--- src/rtl/dcache_ctrl.sv ---
// Direct-mapped, write-back, write-allocate data cache for the MEM stage.
// dhit is combinational; misses stall the pipeline while the victim line is
// written back and/or the requested line is refilled over a line-wide
// req/ready handshake.
module dcache_ctrl #(
  parameter int LINES     = 4,
  parameter int LINE_BITS = 128,
  parameter int ADDR_W    = 32
) (
  input  logic                 clk,
  input  logic                 reset,
  input  logic                 LoadM,
  input  logic                 MemWriteM,
  input  logic                 ByteM,
  input  logic [ADDR_W-1:0]    addr,
  input  logic [31:0]          wdata,
  output logic [31:0]          rdata,
  output logic                 dhit,
  output logic                 mem_req,
  output logic                 mem_we,
  output logic [ADDR_W-1:0]    mem_addr,
  output logic [LINE_BITS-1:0] mem_wdata,
  input  logic [LINE_BITS-1:0] mem_rdata,
  input  logic                 mem_ready
);

  localparam int IDX_W = $clog2(LINES);
  localparam int TAG_W = ADDR_W - 4 - IDX_W;

  typedef enum logic [1:0] {IDLE, WB, FILL} state_t;

  state_t               state;
  logic [LINE_BITS-1:0] line_q [LINES];
  logic [TAG_W-1:0]     tag_q  [LINES];
  logic [LINES-1:0]     valid_q;
  logic [LINES-1:0]     dirty_q;
  logic [TAG_W-1:0]     miss_tag;

  logic                 acc;
  logic                 hit;
  logic                 store_hit;
  logic                 fill_done;
  logic [IDX_W-1:0]     idx;
  logic [TAG_W-1:0]     atag;
  logic [IDX_W-1:0]     xfer_idx;
  logic [TAG_W-1:0]     xfer_tag;

  // Lookup, hit detection and same-cycle load data
  always_comb begin
    acc       = LoadM | MemWriteM;
    idx       = addr[4 +: IDX_W];
    atag      = addr[ADDR_W-1 -: TAG_W];
    hit       = valid_q[idx] && (tag_q[idx] == atag);
    dhit      = !acc || ((state == IDLE) && hit);
    rdata     = '0;
    if ((state == IDLE) && hit)
      rdata = line_q[idx][{addr[3:2], 5'b0} +: 32];
    store_hit = MemWriteM && (state == IDLE) && hit && !reset;
    fill_done = (state == FILL) && mem_ready && !reset;
    // The outstanding line address is held in mem_addr, so the fill target
    // is taken from there rather than from the (pipeline-held) request.
    xfer_idx  = mem_addr[4 +: IDX_W];
    xfer_tag  = mem_addr[ADDR_W-1 -: TAG_W];
  end

  // Data and tag arrays: refill a whole line or merge a store hit
  always_ff @(posedge clk) begin
    if (fill_done) begin
      line_q[xfer_idx] <= mem_rdata;
      tag_q[xfer_idx]  <= xfer_tag;
    end else if (store_hit) begin
      if (ByteM)
        line_q[idx][{addr[3:0], 3'b0} +: 8] <= wdata[7:0];
      else
        line_q[idx][{addr[3:2], 5'b0} +: 32] <= wdata;
    end
  end

  // Miss FSM with registered memory interface and valid/dirty bookkeeping
  always_ff @(posedge clk) begin
    if (reset) begin
      state     <= IDLE;
      valid_q   <= '0;
      dirty_q   <= '0;
      mem_req   <= 1'b0;
      mem_we    <= 1'b0;
      mem_addr  <= '0;
      mem_wdata <= '0;
      miss_tag  <= '0;
    end else begin
      case (state)
        IDLE: begin
          if (acc && hit) begin
            if (MemWriteM)
              dirty_q[idx] <= 1'b1;
          end else if (acc) begin
            miss_tag <= atag;
            mem_req  <= 1'b1;
            if (dirty_q[idx]) begin
              state     <= WB;
              mem_we    <= 1'b1;
              mem_addr  <= {tag_q[idx], idx, 4'b0};
              mem_wdata <= line_q[idx];
            end else begin
              state    <= FILL;
              mem_we   <= 1'b0;
              mem_addr <= {atag, idx, 4'b0};
            end
          end
        end
        WB: begin
          if (mem_ready) begin
            dirty_q[xfer_idx] <= 1'b0;
            if (acc) begin
              state    <= FILL;
              mem_we   <= 1'b0;
              mem_addr <= {miss_tag, xfer_idx, 4'b0};
            end else begin
              state   <= IDLE;
              mem_req <= 1'b0;
              mem_we  <= 1'b0;
            end
          end
        end
        FILL: begin
          if (mem_ready) begin
            valid_q[xfer_idx] <= 1'b1;
            dirty_q[xfer_idx] <= 1'b0;
            state             <= IDLE;
            mem_req           <= 1'b0;
            mem_we            <= 1'b0;
          end
        end
        default: state <= IDLE;
      endcase
    end
  end

endmodule

--- config.mk ---
export PLATFORM = sky130hd
export DESIGN_NAME = dcache_ctrl
export DESIGN_NICKNAME = d
export VERILOG_FILES = /design/src/rtl/dcache_ctrl.sv
export SDC_FILE = /design/constraint.sdc
export NUM_CORES = 1
export LEC_CHECK = 0
export BUFFER_PORTS_ARGS = -buffer_cell sky130_fd_sc_hd__buf_2
export CAP_MARGIN = 20
export CORE_MARGIN = 2
export CORE_UTILIZATION = 45
export CTS_BUF_LIST = sky130_fd_sc_hd__clkbuf_2 sky130_fd_sc_hd__clkbuf_4 sky130_fd_sc_hd__clkbuf_8
export CTS_CLUSTER_DIAMETER = 40
export DETAILED_ROUTE_END_ITERATION = 6
export GPL_TIMING_DRIVEN = 0
export PLACE_DENSITY_LB_ADDON = 0.08
export REMOVE_ABC_BUFFERS = 1
export SKIP_LAST_GASP = 1
export SYNTH_ARGS = -nofsm -noshare
export SYNTH_HDL_FRONTEND = slang
export SYNTH_SLANG_ARGS = --single-unit
--- constraint.sdc ---
create_clock -name clk -period 3.7 [get_ports clk]
set_input_delay 0.185 -clock clk [delete_from_list [all_inputs] [get_ports clk]]
set_output_delay 0.185 -clock clk [all_outputs]
set_load 0.01 [all_outputs]
==> results.md <==
* Outcome: complete, but fails checks
* Failing checks: setup timing
* Final cell count without fillers at 4634
* CTS tree: done
* Drt pass-1 iters at 6
* GRT overflow at 0
* Reg2Reg Capture Point: line_q[0][18]
* Post-Syn Area at 36400 µm²
* Max incr delay on CP at 0.58 ns
* Largest family of logic cells by synthesized area: multiplexers
* CP Cell Sequence: mux2i_2 > nor3_1 > or4_4 > or3b_4 > nor4_4 > buf_6 > buf_8 > buf_8 > and3_4 > buf_2
* WS Path Type: flip-flop to primary output
* Number of synthesized flops with an enable pin at 616
* Vias at 27.5k
* Xor/xnor share of the synthesized area at 0.00666
* Mapped Cells at 2787
* Overall power at 22.3 mW
* Mux contribution to synthesized area at 0.126
* Worst-Margin Slew at 1.10 ns
* Min Tclk post-route at 3.77 ns
* Clock Skews at 0.0555 ns
* Iter 0 DRT Violations at 2915
* Number of CTS-inserted buffers at 145
* Row count at 104
* Gp weighted congestion at 0.888
* Crit share post-route at 1.02
* CP dominant cell by count: buf_8
* Slowest CP cell: or4_4
* DR WL/cell at 26.8 µm
* CP Capture Type: primary output
* Synthesized area per cell at 13.1 µm²
* Distinct cell type count after synthesis at 75
* Vias/cell at 5.93
* Global-route wire length before repair at 176 mm
* IO buf count at 388
* Worst path arrival time at 3.59 ns
* Path type of the worst min-delay path: primary input to flip-flop
* CTS root buffer: clkbuf_8
* Post-route setup slack at -0.0740 ns
* GR Util All Layers at 0.291
* Main synth FF type: edfxtp_1
* Vias in the first global route at 27.2k
* DP Wirelength at 80.3 mm
* Die Ht at 289 µm
* Worst-skew pair later-pin latency at 0.82 ns
* Simple-gate portion of the synthesized area at 0.123
* Max Root-Sink Buffers at 3
* Worst setup path start: tag_q[3][14]
* Max_cap viols at 0
* Area of the core at 80300 µm²
* Placed insts at 4070
* Pwr per Cell Area at 469 nW/µm²
* DRT antenna net count at 0
* Clock sink count at 810
* FF-to-FF setup slack at -0.02 ns
* Clock-pin slew on the worst setup and hold paths at 0.06 ns
* Async SR Flop Fraction at 0
* Compound-Gate Fraction of Synth Area at 0.0932
* DR DRC count at 0
* Die area at 83300 µm²
* Sequential share of the synthesized area at 0.614
* Leak at 16.7 nW
* Crit path required time at 3.51 ns
* Initial Util at 0.454
* Finished Core Util at 0.592
* Final #Nets at 3656
* Place WS at -3.39 ns
* CP max FO at 7
* # setup viols final at 46
* Origin of the critical flop-to-flop path: tag_q[2][23]
* Yosys reg bits at 810
* RSZ-0062 raised after global routing: yes
* H-tree levels at 4
* Ports at 393
* End of the critical path: rdata[8]
* Max VDD drop at 294 µV
* Post-Synth Adder-Cell Area at 0.00412
* Initial antenna violation count at 10
* Routed WL at 124 mm
* Largest net degree at the start of global routing at 65
* Fmax at 265 MHz
* Area growth from synthesis to layout at 30.5%
* Final hold viol count at 0
* Startpoint types: flip-flop
* Slew Viols, Final at 0
* Die X at 289 µm
* Share of post-route cells with drive strength above 1 at 0.389
* R2R depth at 14
* Yosys warns at 0
* Slew HR at 0.265
-- where the power goes --
part           internal, mW  switching, mW
logic                  1.12           1.73
clock network          5.27           3.93
registers              10.1          0.149
total                  16.5           5.82
-- worst min path at each step --
stage / startpoint / end / slack, ns / depth (start not counted)
2_1_floorplan: reset / mem_wdata[0] / 0.25 / 1
3_3_place_gp: valid_q[2] / valid_q[2] / 0.43 / 1
3_5_place_dp: valid_q[1] / valid_q[1] / 0.45 / 1
4_1_cts: wdata[2] / line_q[1][82] / 0.004 / 3
5_1_grt: wdata[14] / line_q[2][110] / 0.04 / 4
6_report: wdata[21] / line_q[1][21] / 0.07 / 3
-- metal layers --
| layer | vias up | GRT usage | part of all wire |
|---|---|---|---|
| met1 | 13900 | 0.374 | 0.39 |
| li1 | 11900 | - | - |
| met5 | - | 0 | 0.00049 |
| met3 | 296 | 0.0704 | 0.091 |
| met4 | 10 | 0.106 | 0.036 |
| met2 | 1410 | 0.480 | 0.49 |
-- layout make-up --
type | instances | area, µm²
clock inverters | 67 | 718
flip-flops and latches | 810 | 22400
clock buffers | 204 | 2520
well taps | 1060 | 1330
multi-input cells | 1740 | 14100
inverters | 20 | 81.3
fillers | 6390 | 32800
repair buffers | 729 | 6420
diodes | 4 | 10.0
-- state kept, by name (all words and copies together), names as in the netlist --
register and flops:
mem_wdata 128, mem_we 1, tag_q 104, state 2, mem_addr 28, miss_tag 26, line_q 512, valid_q 4
dirty_q 4, mem_req 1
-- cell usage in the layout, fill, tap and decap left out, types with 18 or more instances in the layout --
| cell type | count |
|---|---|
| dlygate4sd3_1 | 173 |
| nand2_2 | 101 |
| dfxtp_1 | 194 |
| nand4_1 | 40 |
| nor2_1 | 163 |
| a311oi_1 | 72 |
| a21oi_2 | 132 |
| a21oi_1 | 173 |
| clkbuf_4 | 46 |
| clkbuf_8 | 158 |
| and2_1 | 28 |
| and3_1 | 21 |
| mux4_2 | 181 |
| o21ai_0 | 24 |
| mux2i_1 | 34 |
| clkinv_1 | 22 |
| o211ai_1 | 26 |
| buf_12 | 54 |
| buf_6 | 55 |
| nand2_1 | 373 |
| nor2_4 | 70 |
| nand3_1 | 65 |
| and3_4 | 18 |
| edfxtp_1 | 616 |
| buf_4 | 40 |
| buf_2 | 368 |
-- cell usage after synthesis, types with 5 or more instances --
cell | instances | area, µm²
nand2_2 | 100 | 626
edfxtp_1 | 616 | 18500
a21oi_2 | 100 | 876
buf_1 | 25 | 93.8
clkbuf_1 | 146 | 548
buf_2 | 33 | 165
o211ai_1 | 26 | 195
xnor2_1 | 21 | 184
o21ai_0 | 27 | 135
buf_4 | 6 | 45.0
nand4_1 | 40 | 250
nand3_1 | 71 | 355
dfxtp_1 | 194 | 3880
mux2i_1 | 38 | 380
nand2_1 | 375 | 1410
a311oi_1 | 72 | 631
and3_1 | 39 | 244
nor2_1 | 234 | 878
a21o_1 | 5 | 37.5
and2_1 | 28 | 175
inv_1 | 19 | 71.3
buf_12 | 11 | 220
mux4_2 | 181 | 4080
nor3_1 | 21 | 105
ha_1 | 12 | 150
nand2b_1 | 14 | 87.6
a21oi_1 | 205 | 1030
a31oi_1 | 24 | 150
mux2_2 | 11 | 124
nor2b_1 | 9 | 56.3
-- logic make-up (layout without fill, tap and decap cells) --
logic type      count (synthesis)  count (layout)
other cells                     1               8
mux                           230             231
compound gates                498             498
buf+inv                       246            1020
fa+ha+maj                      12              12
flops                         810             810
xor+xnor                       26              26
simple gates                  964             969
-- per-stage QoR --
stage          TNS (ns)  cell area, µm²  hold WS [ns]
6_report          -1.01           47500        0.0661
2_1_floorplan  -6310.09           35300         0.247
5_1_grt          -13.97           47500        0.0446
3_3_place_gp          -           38600         0.428
4_1_cts          -12.46           46100       0.00442
3_5_place_dp   -3018.38           39700         0.445
-- timing repair --
action                                  in CTS  in global routing
setup buffers                               40                 66
endpoints found under the hold margin      646                  0
endpoints found under the setup margin    1225                991
gates resized for setup                    179                119
hold buffers                               176                  0
cloned                                       7                  5
pin swaps                                   33                 43
-- critical path, delay by kind of cell, from the launching register on --
| kind | cells | cell delay, ns |
|---|---|---|
| buffers and inverters | 4 | 0.57 |
| flip-flops | 1 | 0.38 |
| multiplexers | 1 | 0.27 |
| AND/OR/NAND/NOR | 5 | 1.55 |
Note: power is estimated with default switching activity, not from simulation.
